**config.mk**
```make
export PLATFORM = sky130hd
export DESIGN_NAME = embedded_io_soc_ctrl
export DESIGN_NICKNAME = d
export VERILOG_FILES = /design/src/rtl/embedded_io_pkg.sv /design/src/rtl/embedded_io_soc_ctrl_if.sv /design/src/rtl/embedded_io_soc_ctrl_core.sv /design/src/rtl/embedded_io_sync2.sv /design/src/rtl/embedded_io_soc_ctrl.sv
export SDC_FILE = /design/constraint.sdc
export NUM_CORES = 1
export LEC_CHECK = 0
export BUFFER_PORTS_ARGS = -buffer_cell sky130_fd_sc_hd__buf_2
export CAP_MARGIN = 20
export CELL_PAD_IN_SITES_DETAIL_PLACEMENT = 0
export CELL_PAD_IN_SITES_GLOBAL_PLACEMENT = 2
export CORE_UTILIZATION = 30
export DETAILED_ROUTE_END_ITERATION = 12
export GPL_TIMING_DRIVEN = 0
export PLACE_DENSITY = 0.68
export RECOVER_POWER = 100
export SLEW_MARGIN = 20
export SYNTH_ARGS = -nofsm -noshare
export SYNTH_HDL_FRONTEND = slang
export SYNTH_SLANG_ARGS = --single-unit
```
**constraint.sdc**
```tcl
create_clock -name wb_clk_i -period 5.7 [get_ports wb_clk_i]
set_input_delay 0.57 -clock wb_clk_i [delete_from_list [all_inputs] [get_ports wb_clk_i]]
set_output_delay 0.57 -clock wb_clk_i [all_outputs]
set_load 0.005 [all_outputs]
```
**src/rtl/embedded_io_pkg.sv**
```systemverilog
// Shared register map, CTRL bit positions and isolation FSM encoding for the
// embedded I/O SoC controller.
package embedded_io_pkg;

    localparam logic [1:0] REG_DATA_OUT = 2'd0;
    localparam logic [1:0] REG_DATA_IN  = 2'd1;
    localparam logic [1:0] REG_DIR      = 2'd2;
    localparam logic [1:0] REG_CTRL     = 2'd3;

    localparam int CTRL_EN     = 0;
    localparam int CTRL_IRQ_EN = 1;
    localparam int CTRL_ACTIVE = 2;
    localparam int CTRL_IRQ    = 3;

    localparam logic [1:0] ST_ISOLATED  = 2'd0;
    localparam logic [1:0] ST_RELEASING = 2'd1;
    localparam logic [1:0] ST_ACTIVE    = 2'd2;
    localparam logic [1:0] ST_ISOLATING = 2'd3;

    function automatic logic [3:0] ctrl_status(input logic irq, input logic active,
                                               input logic irq_en, input logic en);
        logic [3:0] s;
        s              = '0;
        s[CTRL_EN]     = en;
        s[CTRL_IRQ_EN] = irq_en;
        s[CTRL_ACTIVE] = active;
        s[CTRL_IRQ]    = irq;
        return s;
    endfunction

endpackage

```
**src/rtl/embedded_io_soc_ctrl_if.sv**
```systemverilog
// Register request/response bus between a host and the embedded I/O controller.
interface embedded_io_soc_ctrl_if #(
    parameter int NUM_IO = 16
);
    logic              req_valid;
    logic              req_ready;
    logic              req_we;
    logic [1:0]        req_addr;
    logic [NUM_IO-1:0] req_wdata;
    logic              rsp_valid;
    logic [NUM_IO-1:0] rsp_rdata;

    modport master (
        output req_valid, req_we, req_addr, req_wdata,
        input  req_ready, rsp_valid, rsp_rdata
    );

    modport slave (
        input  req_valid, req_we, req_addr, req_wdata,
        output req_ready, rsp_valid, rsp_rdata
    );
endinterface

```
**src/rtl/embedded_io_soc_ctrl_core.sv**
```systemverilog
// Register file, pad isolation sequencer and edge-pending interrupt logic,
// operating on already-synchronized fabric inputs.
module embedded_io_soc_ctrl_core
    import embedded_io_pkg::*;
#(
    parameter int NUM_IO       = 16,
    parameter int GUARD_CYCLES = 8
) (
    input  logic                   clk_i,
    input  logic                   rst_i,
    embedded_io_soc_ctrl_if.slave  bus,
    input  logic [NUM_IO-1:0]      sync_out_i,
    input  logic [NUM_IO-1:0]      sync_dir_i,
    output logic [NUM_IO-1:0]      soc_in_o,
    output logic                   io_isol_n_o,
    output logic                   irq_o
);
    localparam int CNT_W = (GUARD_CYCLES > 1) ? $clog2(GUARD_CYCLES) : 1;
    localparam logic [CNT_W-1:0] CNT_LOAD = CNT_W'(GUARD_CYCLES - 1);

    logic [1:0]        state_q, state_d;
    logic [CNT_W-1:0]  cnt_q, cnt_d;
    logic [NUM_IO-1:0] dout_q, dout_d;
    logic [NUM_IO-1:0] pend_q, pend_d;
    logic [NUM_IO-1:0] rdata_q, rdata_d;
    logic [NUM_IO-1:0] prev_q;
    logic              en_q, en_d, irq_en_q, irq_en_d, irq_q, irq_d;
    logic              rsp_q, act_q;
    logic              accept, wr, active;
    logic [NUM_IO-1:0] pend_set, pend_clr;

    assign active = (state_q == ST_ACTIVE);
    assign accept = bus.req_valid && !rsp_q;
    assign wr     = accept && bus.req_we;

    always_comb begin
        rdata_d = '0;
        if (accept && !bus.req_we) begin
            case (bus.req_addr)
                REG_DATA_OUT: rdata_d = dout_q;
                REG_DATA_IN:  rdata_d = sync_out_i;
                REG_DIR:      rdata_d = sync_dir_i;
                default:      rdata_d = NUM_IO'(ctrl_status(irq_q, active, irq_en_q, en_q));
            endcase
        end
    end

    always_comb begin
        dout_d   = dout_q;
        en_d     = en_q;
        irq_en_d = irq_en_q;
        pend_clr = '0;
        if (wr) begin
            case (bus.req_addr)
                REG_DATA_OUT: dout_d = bus.req_wdata;
                REG_DATA_IN:  pend_clr = bus.req_wdata;
                REG_CTRL: begin
                    en_d     = bus.req_wdata[CTRL_EN];
                    irq_en_d = bus.req_wdata[CTRL_IRQ_EN];
                end
                default: ;
            endcase
        end
    end

    // act_q masks the first ACTIVE cycle so an edge is never taken against a
    // sample captured while the pads were still isolated.
    assign pend_set = (active && act_q) ? ((sync_out_i ^ prev_q) & sync_dir_i) : '0;
    assign pend_d   = (pend_q & ~pend_clr) | pend_set;
    assign irq_d    = irq_en_d && |pend_d;

    always_comb begin
        state_d = state_q;
        cnt_d   = cnt_q;
        case (state_q)
            ST_ISOLATED: begin
                if (en_q) begin
                    state_d = ST_RELEASING;
                    cnt_d   = CNT_LOAD;
                end
            end
            ST_RELEASING: begin
                if (!en_q)             state_d = ST_ISOLATED;
                else if (cnt_q == '0)  state_d = ST_ACTIVE;
                else                   cnt_d   = cnt_q - 1'b1;
            end
            ST_ACTIVE: begin
                if (!en_q) begin
                    state_d = ST_ISOLATING;
                    cnt_d   = CNT_LOAD;
                end
            end
            default: begin
                if (cnt_q == '0) state_d = ST_ISOLATED;
                else             cnt_d   = cnt_q - 1'b1;
            end
        endcase
    end

    always_ff @(posedge clk_i or posedge rst_i) begin
        if (rst_i) begin
            state_q  <= ST_ISOLATED;
            cnt_q    <= '0;
            dout_q   <= '0;
            en_q     <= 1'b0;
            irq_en_q <= 1'b0;
            pend_q   <= '0;
            prev_q   <= '0;
            act_q    <= 1'b0;
            irq_q    <= 1'b0;
            rsp_q    <= 1'b0;
            rdata_q  <= '0;
        end else begin
            state_q  <= state_d;
            cnt_q    <= cnt_d;
            dout_q   <= dout_d;
            en_q     <= en_d;
            irq_en_q <= irq_en_d;
            pend_q   <= pend_d;
            prev_q   <= sync_out_i;
            act_q    <= active;
            irq_q    <= irq_d;
            rsp_q    <= accept;
            rdata_q  <= rdata_d;
        end
    end

    // Isolation re-asserts in the same cycle EN is seen low, ahead of the state change.
    assign io_isol_n_o   = active && en_q;
    assign soc_in_o      = active ? dout_q : '0;
    assign irq_o         = irq_q;
    assign bus.req_ready = !rsp_q;
    assign bus.rsp_valid = rsp_q;
    assign bus.rsp_rdata = rdata_q;
endmodule

```
**src/rtl/embedded_io_sync2.sv**
```systemverilog
// Two-flop synchronizer for a vector of independent asynchronous bits.
module embedded_io_sync2 #(
    parameter int W = 1
) (
    input  logic         clk_i,
    input  logic         rst_i,
    input  logic [W-1:0] d_i,
    output logic [W-1:0] q_o
);
    logic [W-1:0] s1_q, s2_q;

    always_ff @(posedge clk_i or posedge rst_i) begin
        if (rst_i) begin
            s1_q <= '0;
            s2_q <= '0;
        end else begin
            s1_q <= d_i;
            s2_q <= s1_q;
        end
    end

    assign q_o = s2_q;
endmodule

```
**src/rtl/embedded_io_soc_ctrl.sv**
```systemverilog
// Embedded I/O SoC controller top: flat register-bus pins, input synchronizers
// and the controller core.
module embedded_io_soc_ctrl
    import embedded_io_pkg::*;
#(
    parameter int NUM_IO       = 16,
    parameter int GUARD_CYCLES = 8
) (
    input  logic              wb_clk_i,
    input  logic              wb_rst_i,
    input  logic              req_valid,
    output logic              req_ready,
    input  logic              req_we,
    input  logic [1:0]        req_addr,
    input  logic [NUM_IO-1:0] req_wdata,
    output logic              rsp_valid,
    output logic [NUM_IO-1:0] rsp_rdata,
    output logic [NUM_IO-1:0] soc_in_o,
    input  logic [NUM_IO-1:0] soc_out_i,
    input  logic [NUM_IO-1:0] soc_dir_i,
    output logic              io_isol_n_o,
    output logic              irq_o
);
    embedded_io_soc_ctrl_if #(.NUM_IO(NUM_IO)) bus_if ();

    logic [NUM_IO-1:0] sync_out, sync_dir;

    assign bus_if.req_valid = req_valid;
    assign bus_if.req_we    = req_we;
    assign bus_if.req_addr  = req_addr;
    assign bus_if.req_wdata = req_wdata;
    assign req_ready        = bus_if.req_ready;
    assign rsp_valid        = bus_if.rsp_valid;
    assign rsp_rdata        = bus_if.rsp_rdata;

    embedded_io_sync2 #(.W(NUM_IO)) u_sync_out (
        .clk_i (wb_clk_i),
        .rst_i (wb_rst_i),
        .d_i   (soc_out_i),
        .q_o   (sync_out)
    );

    embedded_io_sync2 #(.W(NUM_IO)) u_sync_dir (
        .clk_i (wb_clk_i),
        .rst_i (wb_rst_i),
        .d_i   (soc_dir_i),
        .q_o   (sync_dir)
    );

    embedded_io_soc_ctrl_core #(
        .NUM_IO       (NUM_IO),
        .GUARD_CYCLES (GUARD_CYCLES)
    ) u_core (
        .clk_i       (wb_clk_i),
        .rst_i       (wb_rst_i),
        .bus         (bus_if.slave),
        .sync_out_i  (sync_out),
        .sync_dir_i  (sync_dir),
        .soc_in_o    (soc_in_o),
        .io_isol_n_o (io_isol_n_o),
        .irq_o       (irq_o)
    );
endmodule

```
==> results.ini, run 1 <==
[final_layout]
drive_above_1_share_pct = 29.4
final_nets = 496
synthToLayoutAreaGrowth_pct = 27.6
final_area_sq_um = 6150
seq_area_sq_um = 3450
antenna_cells = 0
fill_cells = 1509
multi_input_area_sq_um = 1270

[power_and_ir_drop]
switching_share_pct = 22.6
combPwrFrac_pct = 8.6
p_int_mw = 1.96
p_switching_mw = 0.573
power.density_nw_per_um2 = 412
p_leak_nw = 2.87
clkPwrFrac_pct = 47.1
max-vdd-ir-drop_uv = 212
seqPwrFrac_pct = 44.3

[logic_synthesis]
synth_area_sq_um = 4820
yosysTopAreaCell = dfrtp_1
ys_async_sr_fraction_pct = 100
yosys.area_share.xor_xnor_pct = 2.91
yosys.area_share.simple_pct = 8.73
avgSynthCellArea_sq_um = 14.6
synth_cell_type_count = 31
yosysSeqAreaShare_pct = 71.7
muxShareOfSynthArea_pct = 8.55
yosysWarnings = 0
synth.most_common_cell = dfrtp_1
synth_top_area_share_pct = 71.7
syn_nets = 387
syn_inst = 331
synth_edf_count = 0
yosys-top-cells-area = dfrtp_1 (72%), mux2_2 (4.0%), xor2_1 (2.9%)
synth_commonest_cells = dfrtp_1 (138), nor2_1 (28), and2_1 (18)
ys.flop_type = dfrtp_1
synth_top_family_by_area = simple AND/OR/NAND/NOR gates
ys_ff_latch = 138
synth_fa_ha_area_share_pct = 0.519
synth-compound-area-share_pct = 5.71

[timing]
setup_slack_ns = 2.17
maxSlewViolCount = 141
fin_crit_sh_pct = 61.9
rsz0062_at_grt = false
layout_min_cycle_time_ns = 3.53
slew_headroom_pct = -58.2
skew_ns = 0.00527
max_clock_freq_ghz = 0.283
worst_slew_pin_slew_ns = 2.37
setup_violations = 0
hold_viol = 0
hold_slack_ns = 0.255

[place]
portBuffers = 89
post-place-ws_ns = 2.96
hpwl_mm = 7.00
placed_area_sq_um = 5560
routabilityCongestion = 0.701

[floorplanning]
start_util_pct = 31.2
coreArea_sq_um = 15400
die_area_sq_um = 16600
die_h_um = 129
die_x_um = 129
pin_count = 90
num_rows = 45

[route]
wl_per_cell_um = 16.1
drt-met1-wl_mm = 4.95
vias_per_cell = 4.34
routed.top_layer = met4
drc_errors = 0
vias = 2875
detail-route-antenna-nets = 0
met3WireLength_um = 580
wl_mm = 10.7
drtPass1Iterations = 4
met2WireLength_mm = 4.96
drt_first_iter_violations = 71

[clock_network]
path_clk_slew_ns = 0.06
cts_hold_buf = 0
insertion_delay_ns = 0.42
tritoncts = done
post-cts-setup-buffers = 0
cts_sinks = 138
cts_made_buffers = 17
htree_levels = 4
post_cts_resized = 0
cts_root_buffer = clkbuf_16
clock_path_buffers = 2

[worst_hold_path]
hp-class = in2reg
hp-start = soc_out_i[11]

[critical_path]
cpMaxStageDelayCell = clkbuf_2
cp.required_ns = 5.73
crit_start = wb_rst_i
rr_startpoint = u_core.bus.rsp_valid
criticalPathCategory = in2async
cp_slowest_stage_delay_ns = 1.84
critPathCaptureType = async pin
crit_chain = buf_2 -> clkinvlp_2 -> clkbuf_2
critPathArrivalTime_ns = 3.56
critPathLaunchType = primary input
path_max_fanout = 99

[global_route]
antenna_found_initial = 0
grt_overflow = 0
grt_max_degree = 100
grt_usage_pct = 14.3
grt_pass1_wl_mm = 16.9
grt_pass1_vias = 3052

[status]
violations = capacitance limit, slew limit
outcome = finished with violations

[job]
cap_violations = 2

==> critical path: cells and delay by family <==
family,cells,cell delay (ns)
buffers and inverters,3,2.90
==> through the flow <==
| stage | setup TNS [ns] | utilization, % | std cells | total power, mW |
|---|---|---|---|---|
| 2_1_floorplan | 0 | - | 331 | 1.27 |
| 3_3_place_gp | -7.05 | 35.8 | 631 | 1.36 |
| 3_5_place_dp | 0 | 36.1 | 632 | 1.37 |
| 4_1_cts | 0 | 40.2 | 663 | 2.56 |
| 5_1_grt | 0 | 39.9 | 663 | 2.64 |
| 6_report | 0 | 39.9 | 663 | 2.53 |
==> power by group through the flow <==
stage,logic [mW],registers [mW],clock network [mW]
6_report,0.217,1.12,1.19
5_1_grt,0.251,1.13,1.26
4_1_cts,0.230,1.12,1.21
3_5_place_dp,0.228,1.14,0
3_3_place_gp,0.221,1.14,0
2_1_floorplan,0.148,1.12,0
==> placed cells by master (no fill, tap or decap), types with 2 or more instances in the layout <==
master      netlist  final
a31o_2            3      3
clkinv_2          0      3
clkinvlp_4        0      3
ha_1              2      2
buf_2             4     74
mux2i_1          13     13
nand3_1           5      5
nor2b_1           8      8
inv_1             8      7
a32o_1           13     13
a31oi_1           5      5
clkbuf_16         0     17
nand2b_1          2      2
and2_1           18      3
and2_0            0     15
mux4_2            4      4
nor4_1            2      2
bufinv_16         0      5
nand2_1          12     12
a21oi_1          13     13
clkbuf_1          7     27
mux2_2           17     17
dfrtp_1         138    138
nor2_1           28     28
o21ai_0           3      3
xor2_1           16     16
==> metal layers <==
| metal | GRT usage (%) | up-vias |
|---|---|---|
| li1 | - | 1347 |
| met1 | 18.6 | 1437 |
| met2 | 21.9 | 75 |
| met3 | 4.12 | 16 |
| met4 | 7.27 | 0 |
| met5 | 0 | - |
==> state kept, by name, indices dropped and copies added, names as in the netlist <==
| signal | cells |
|---|---|
| u_core.act_q | 1 |
| u_core.bus.rsp_rdata | 16 |
| u_core.bus.rsp_valid | 1 |
| u_core.cnt_q | 3 |
| u_core.dout_q | 16 |
| u_core.en_q | 1 |
| u_core.irq_en_q | 1 |
| u_core.irq_o | 1 |
| u_core.pend_q | 16 |
| u_core.prev_q | 16 |
| u_core.state_q | 2 |
| u_sync_dir.q_o | 16 |
| u_sync_dir.s1_q | 16 |
| u_sync_out.q_o | 16 |
| u_sync_out.s1_q | 16 |
==> final timing paths <==
kind	end	depth (start not counted)	slack [ns]
worst max-delay path	u_sync_out.q_o[7]	3	2.17
worst min-delay path	u_sync_out.s1_q[11]	1	0.26
worst max register to register	u_core.irq_o	8	2.94
worst min register to register	u_sync_dir.q_o[13]	0	0.35
max in group wb_clk_i	soc_in_o[8]	5	2.82
min in group asynchronous	u_sync_out.q_o[2]	2	0.56
==> kinds of logic (layout without fill, tap and decap cells) <==
family | count (synthesis) | after routing
xor+xnor | 16 | 16
compound gates | 38 | 38
mux | 34 | 34
fa+ha+maj | 2 | 2
buf+inv | 21 | 142
simple gates | 82 | 82
flops | 138 | 138
==> cell type report <==
class	instances	area share (%)
Clock inverter	12	3.19
Clock buffer	19	7.20
Timing Repair Buffer	90	7.02
Buffer	13	0.916
Multi-Input combinational cell	172	20.7
Inverter	8	0.509
Tap cell	211	4.29
Sequential cell	138	56.2
Power figures use the tool's default switching activity.
==> run 2: changes to the inputs <==
--- a/config.mk
+++ b/config.mk
@@ -5,6 +5,7 @@
 export SDC_FILE = /design/constraint.sdc
 export NUM_CORES = 1
 export LEC_CHECK = 0
+export ABC_AREA = 1
 export BUFFER_PORTS_ARGS = -buffer_cell sky130_fd_sc_hd__buf_2
 export CAP_MARGIN = 20
 export CELL_PAD_IN_SITES_DETAIL_PLACEMENT = 0
@@ -12,7 +13,7 @@
 export CORE_UTILIZATION = 30
 export DETAILED_ROUTE_END_ITERATION = 12
 export GPL_TIMING_DRIVEN = 0
-export PLACE_DENSITY = 0.68
+export PLACE_DENSITY = 0.73
 export RECOVER_POWER = 100
 export SLEW_MARGIN = 20
 export SYNTH_ARGS = -nofsm -noshare
==> constraint.sdc (replaced) <==
create_clock -name wb_clk_i -period 3.6 [get_ports wb_clk_i]
set_input_delay 0.36 -clock wb_clk_i [delete_from_list [all_inputs] [get_ports wb_clk_i]]
set_output_delay 0.36 -clock wb_clk_i [all_outputs]
set_load 0.005 [all_outputs]
==> run 2 against run 1 <==
The run still ends with capacitance limit, slew limit left. Clock power up 50%. Die area up 4.2%. Critical endpoint is now u_core.dout_q[2]. Register-to-register slack worse by 1.9 ns. Hold slack worse by 0.21 ns. Cell count up 26%. Design area up 3.4%. Sequential cell count unchanged. Clock skew up 0.0073 ns. Worst setup slack worse by 1.1 ns.
==> results.ini, run 2 <==
[clock_network]
clock_path_buffers = 2  ; unchanged
post-cts-setup-buffers = 0  ; unchanged
insertion_delay_ns = 0.41  ; was 0.42 ns
cts_root_buffer = clkbuf_16  ; unchanged
tritoncts = done  ; unchanged
htree_levels = 4  ; unchanged
cts_sinks = 138  ; unchanged
path_clk_slew_ns = 0.06  ; about the same
cts_made_buffers = 17  ; unchanged
cts_hold_buf = 0  ; unchanged
post_cts_resized = 0  ; unchanged

[critical_path]
cpMaxStageDelayCell = nor2_1  ; was clkbuf_2
cpMostUsedCell = nand2_1
criticalPathCategory = reg2reg  ; was in2async
crit_chain = clkinv_1 -> nand2_1 -> nor2_1 -> clkbuf_1 -> nand2_1 -> clkbuf_1 -> nand2_1 -> o21ai_0  ; was buf_2 -> clkinvlp_2 -> clkbuf_2
critPathCaptureType = flop  ; was async pin
critPathLaunchType = flop  ; was primary input
cp.required_ns = 3.88  ; was 5.73 ns
path_max_fanout = 10  ; was 99
critPathArrivalTime_ns = 2.84  ; was 3.56 ns
cp_slowest_stage_delay_ns = 0.61  ; was 1.84 ns

[logic_synthesis]
synth_commonest_cells = dfrtp_1 (138), nand2_1 (103), nor2_1 (71)  ; was dfrtp_1 (138), nor2_1 (28), and2_1 (18)
synth_area_sq_um = 5020  ; was 4820 sq um
ys.flop_type = dfrtp_1  ; unchanged
syn_inst = 495  ; was 331
ys_async_sr_fraction_pct = 100  ; unchanged
yosysSeqAreaShare_pct = 68.7  ; was 71.7%
yosysTopAreaCell = dfrtp_1  ; unchanged
synth_top_area_share_pct = 68.7  ; was 71.7%
synth_cell_type_count = 26  ; was 31
synth.most_common_cell = dfrtp_1  ; unchanged
yosys-top-cells-area = dfrtp_1 (69%), nand2_1 (7.7%), nor2_1 (5.3%)  ; was dfrtp_1 (72%), mux2_2 (4.0%), xor2_1 (2.9%)
syn_nets = 551  ; was 387
synth_edf_count = 0  ; unchanged
yosysWarnings = 0  ; unchanged
ys_ff_latch = 138  ; unchanged
avgSynthCellArea_sq_um = 10.2  ; was 14.6 sq um

[timing]
slew_headroom_pct = -13.9  ; was -58.2%
skew_ns = 0.0125  ; was 0.00527 ns
setup_violations = 0  ; unchanged
hold_viol = 0  ; unchanged
maxSlewViolCount = 26  ; was 141
fin_crit_sh_pct = 71.2
worst_slew_pin_slew_ns = 1.71  ; was 2.37 ns
tns_ns = 0  ; unchanged
layout_min_cycle_time_ns = 2.56
max_clock_freq_ghz = 0.390
rsz0062_at_grt = false  ; unchanged

[final_layout]
drive_above_1_share_pct = 17.3  ; was 29.4%
final_cell_mix = dfrtp_1 (138), nand2_1 (105), nor2_1 (73)  ; was dfrtp_1 (138), buf_2 (74), nor2_1 (28)
final_nets = 663  ; was 496
antenna_cells = 0  ; unchanged
fill_cells = 1638  ; was 1509
final_area_sq_um = 6360  ; was 6150 sq um
mostFrequentLayoutCell = dfrtp_1  ; unchanged
synthToLayoutAreaGrowth_pct = 26.6  ; was 27.6%

[global_route]
grtUsageMet2_pct = 25.8  ; was 21.9%
met1_usage_pct = 19.8  ; was 18.6%
grt_pass1_wl_mm = 20.3  ; was 16.9 mm
busiest_layer = met2  ; unchanged
grt_usage_pct = 15.7  ; was 14.3%
use_met3_pct = 3.67  ; was 4.12%
grt_max_degree = 37  ; was 100
grt_pass1_vias = 3830  ; was 3052
grt_overflow = 0  ; unchanged
antenna_found_initial = 0  ; unchanged

[route]
vias_per_cell = 4.26  ; was 4.34
drt_first_iter_violations = 190  ; was 71
vias = 3561  ; was 2875
wl_per_cell_um = 14.8  ; was 16.1 um
wl_mm = 12.4  ; was 10.7 mm
detail-route-antenna-nets = 0  ; unchanged
drtPass1Iterations = 5  ; was 4
drc_errors = 0  ; unchanged

[power_and_ir_drop]
p_leak_nw = 3.24  ; was 2.87 nW
max-vdd-ir-drop_uv = 332  ; was 212 uV
p_switching_mw = 1.13  ; was 0.573 mW
switching_share_pct = 26.9  ; was 22.6%
combPwrFrac_pct = 13.4  ; was 8.6%
p_int_mw = 3.07  ; was 1.96 mW
power.density_nw_per_um2 = 661  ; was 412 nW/um^2
clkPwrFrac_pct = 42.4  ; was 47.1%
seqPwrFrac_pct = 44.2  ; was 44.3%

[place]
hpwl_mm = 8.64  ; was 7.00 mm
portBuffers = 89  ; unchanged
routabilityCongestion = 0.770  ; was 0.701
placed_area_sq_um = 5830  ; was 5560 sq um

[floorplanning]
start_util_pct = 31.2  ; about the same
die_h_um = 131  ; was 129 um
num_rows = 46  ; was 45
pin_count = 90  ; unchanged
die_area_sq_um = 17300  ; was 16600 sq um
coreArea_sq_um = 16100  ; was 15400 sq um
die_x_um = 131  ; was 129 um

[status]
violations = capacitance limit, slew limit  ; unchanged
outcome = finished with violations  ; unchanged

[job]
cap_violations = 1  ; was 2

[worst_hold_path]
hp-class = in2reg  ; unchanged

run 2: worst paths after layout:
kind                            slack, ns                 start                 end  cells past startpoint
worst max-delay path                 1.04  u_core.bus.rsp_valid    u_core.dout_q[2]                      8
worst min-delay path                 0.05          soc_dir_i[3]  u_sync_dir.s1_q[3]                      1
worst max register to register       1.04  u_core.bus.rsp_valid    u_core.dout_q[2]                      8
worst min register to register       0.35   u_sync_dir.s1_q[13]  u_sync_dir.q_o[13]                      0
max in group asynchronous            1.38              wb_rst_i    u_core.prev_q[5]                      3
min in group asynchronous            0.16              wb_rst_i  u_sync_dir.s1_q[7]                      2
run 2: layer usage:
metal | vias to the layer above | part of all wire, %
met4 | 0 | 0.73
met3 | 7 | 4.1
met1 | 1711 | 46
li1 | 1763 | -
met2 | 80 | 49
met5 | - | 0
run 2: area by class of cell:
type | instances | area [sq um] | area share (%)
Buffer | 11 | 58.8 | 0.925
Clock buffer | 18 | 439 | 6.91
Clock inverter | 14 | 170 | 2.68
Inverter | 72 | 272 | 4.27
Multi-Input combinational cell | 274 | 1210 | 19.0
Sequential cell | 138 | 3450 | 54.3
Tap cell | 216 | 270 | 4.25
Timing Repair Buffer | 93 | 485 | 7.63
run 2: logic make-up after synthesis:
kind of cell	count (synthesis)	share of synthesized area, %
buffers and inverters	83	6.67
xor gates and xnor gates	6	1.05
AOI/OAI and AO/OA	51	5.53
adders and majority gates	2	0.498
and+or+nand+nor	215	17.5
DFF	138	68.7
run 2: critical path, delay by kind of cell, from the launching register on:
kind | cells | cell delay [ns]
buf+inv | 3 | 0.90
flops | 1 | 0.38
simple gates | 4 | 1.04
compound gates | 1 | 0.10
run 2: metrics by stage:
step	hold WS (ns)	power (mW)	setup slack (ns)	utilization, %	cells
6_report	0.0451	4.20	1.04	39.5	836
5_1_grt	0.0247	4.44	0.790	39.5	836
4_1_cts	0.0160	4.29	1.33	40.0	836
3_5_place_dp	0.335	2.48	1.62	36.2	804
3_3_place_gp	0.334	2.45	0.669	35.6	800
2_1_floorplan	0.331	2.24	1.52	-	495
run 2: power by group through the flow:
stage	combinational, mW	sequential (mW)	clock [mW]
after floorplan	0.380	1.86	0
after global placement	0.572	1.88	0
after detailed placement	0.597	1.89	0
after CTS	0.601	1.86	1.83
after global routing	0.663	1.88	1.90
final	0.565	1.86	1.78
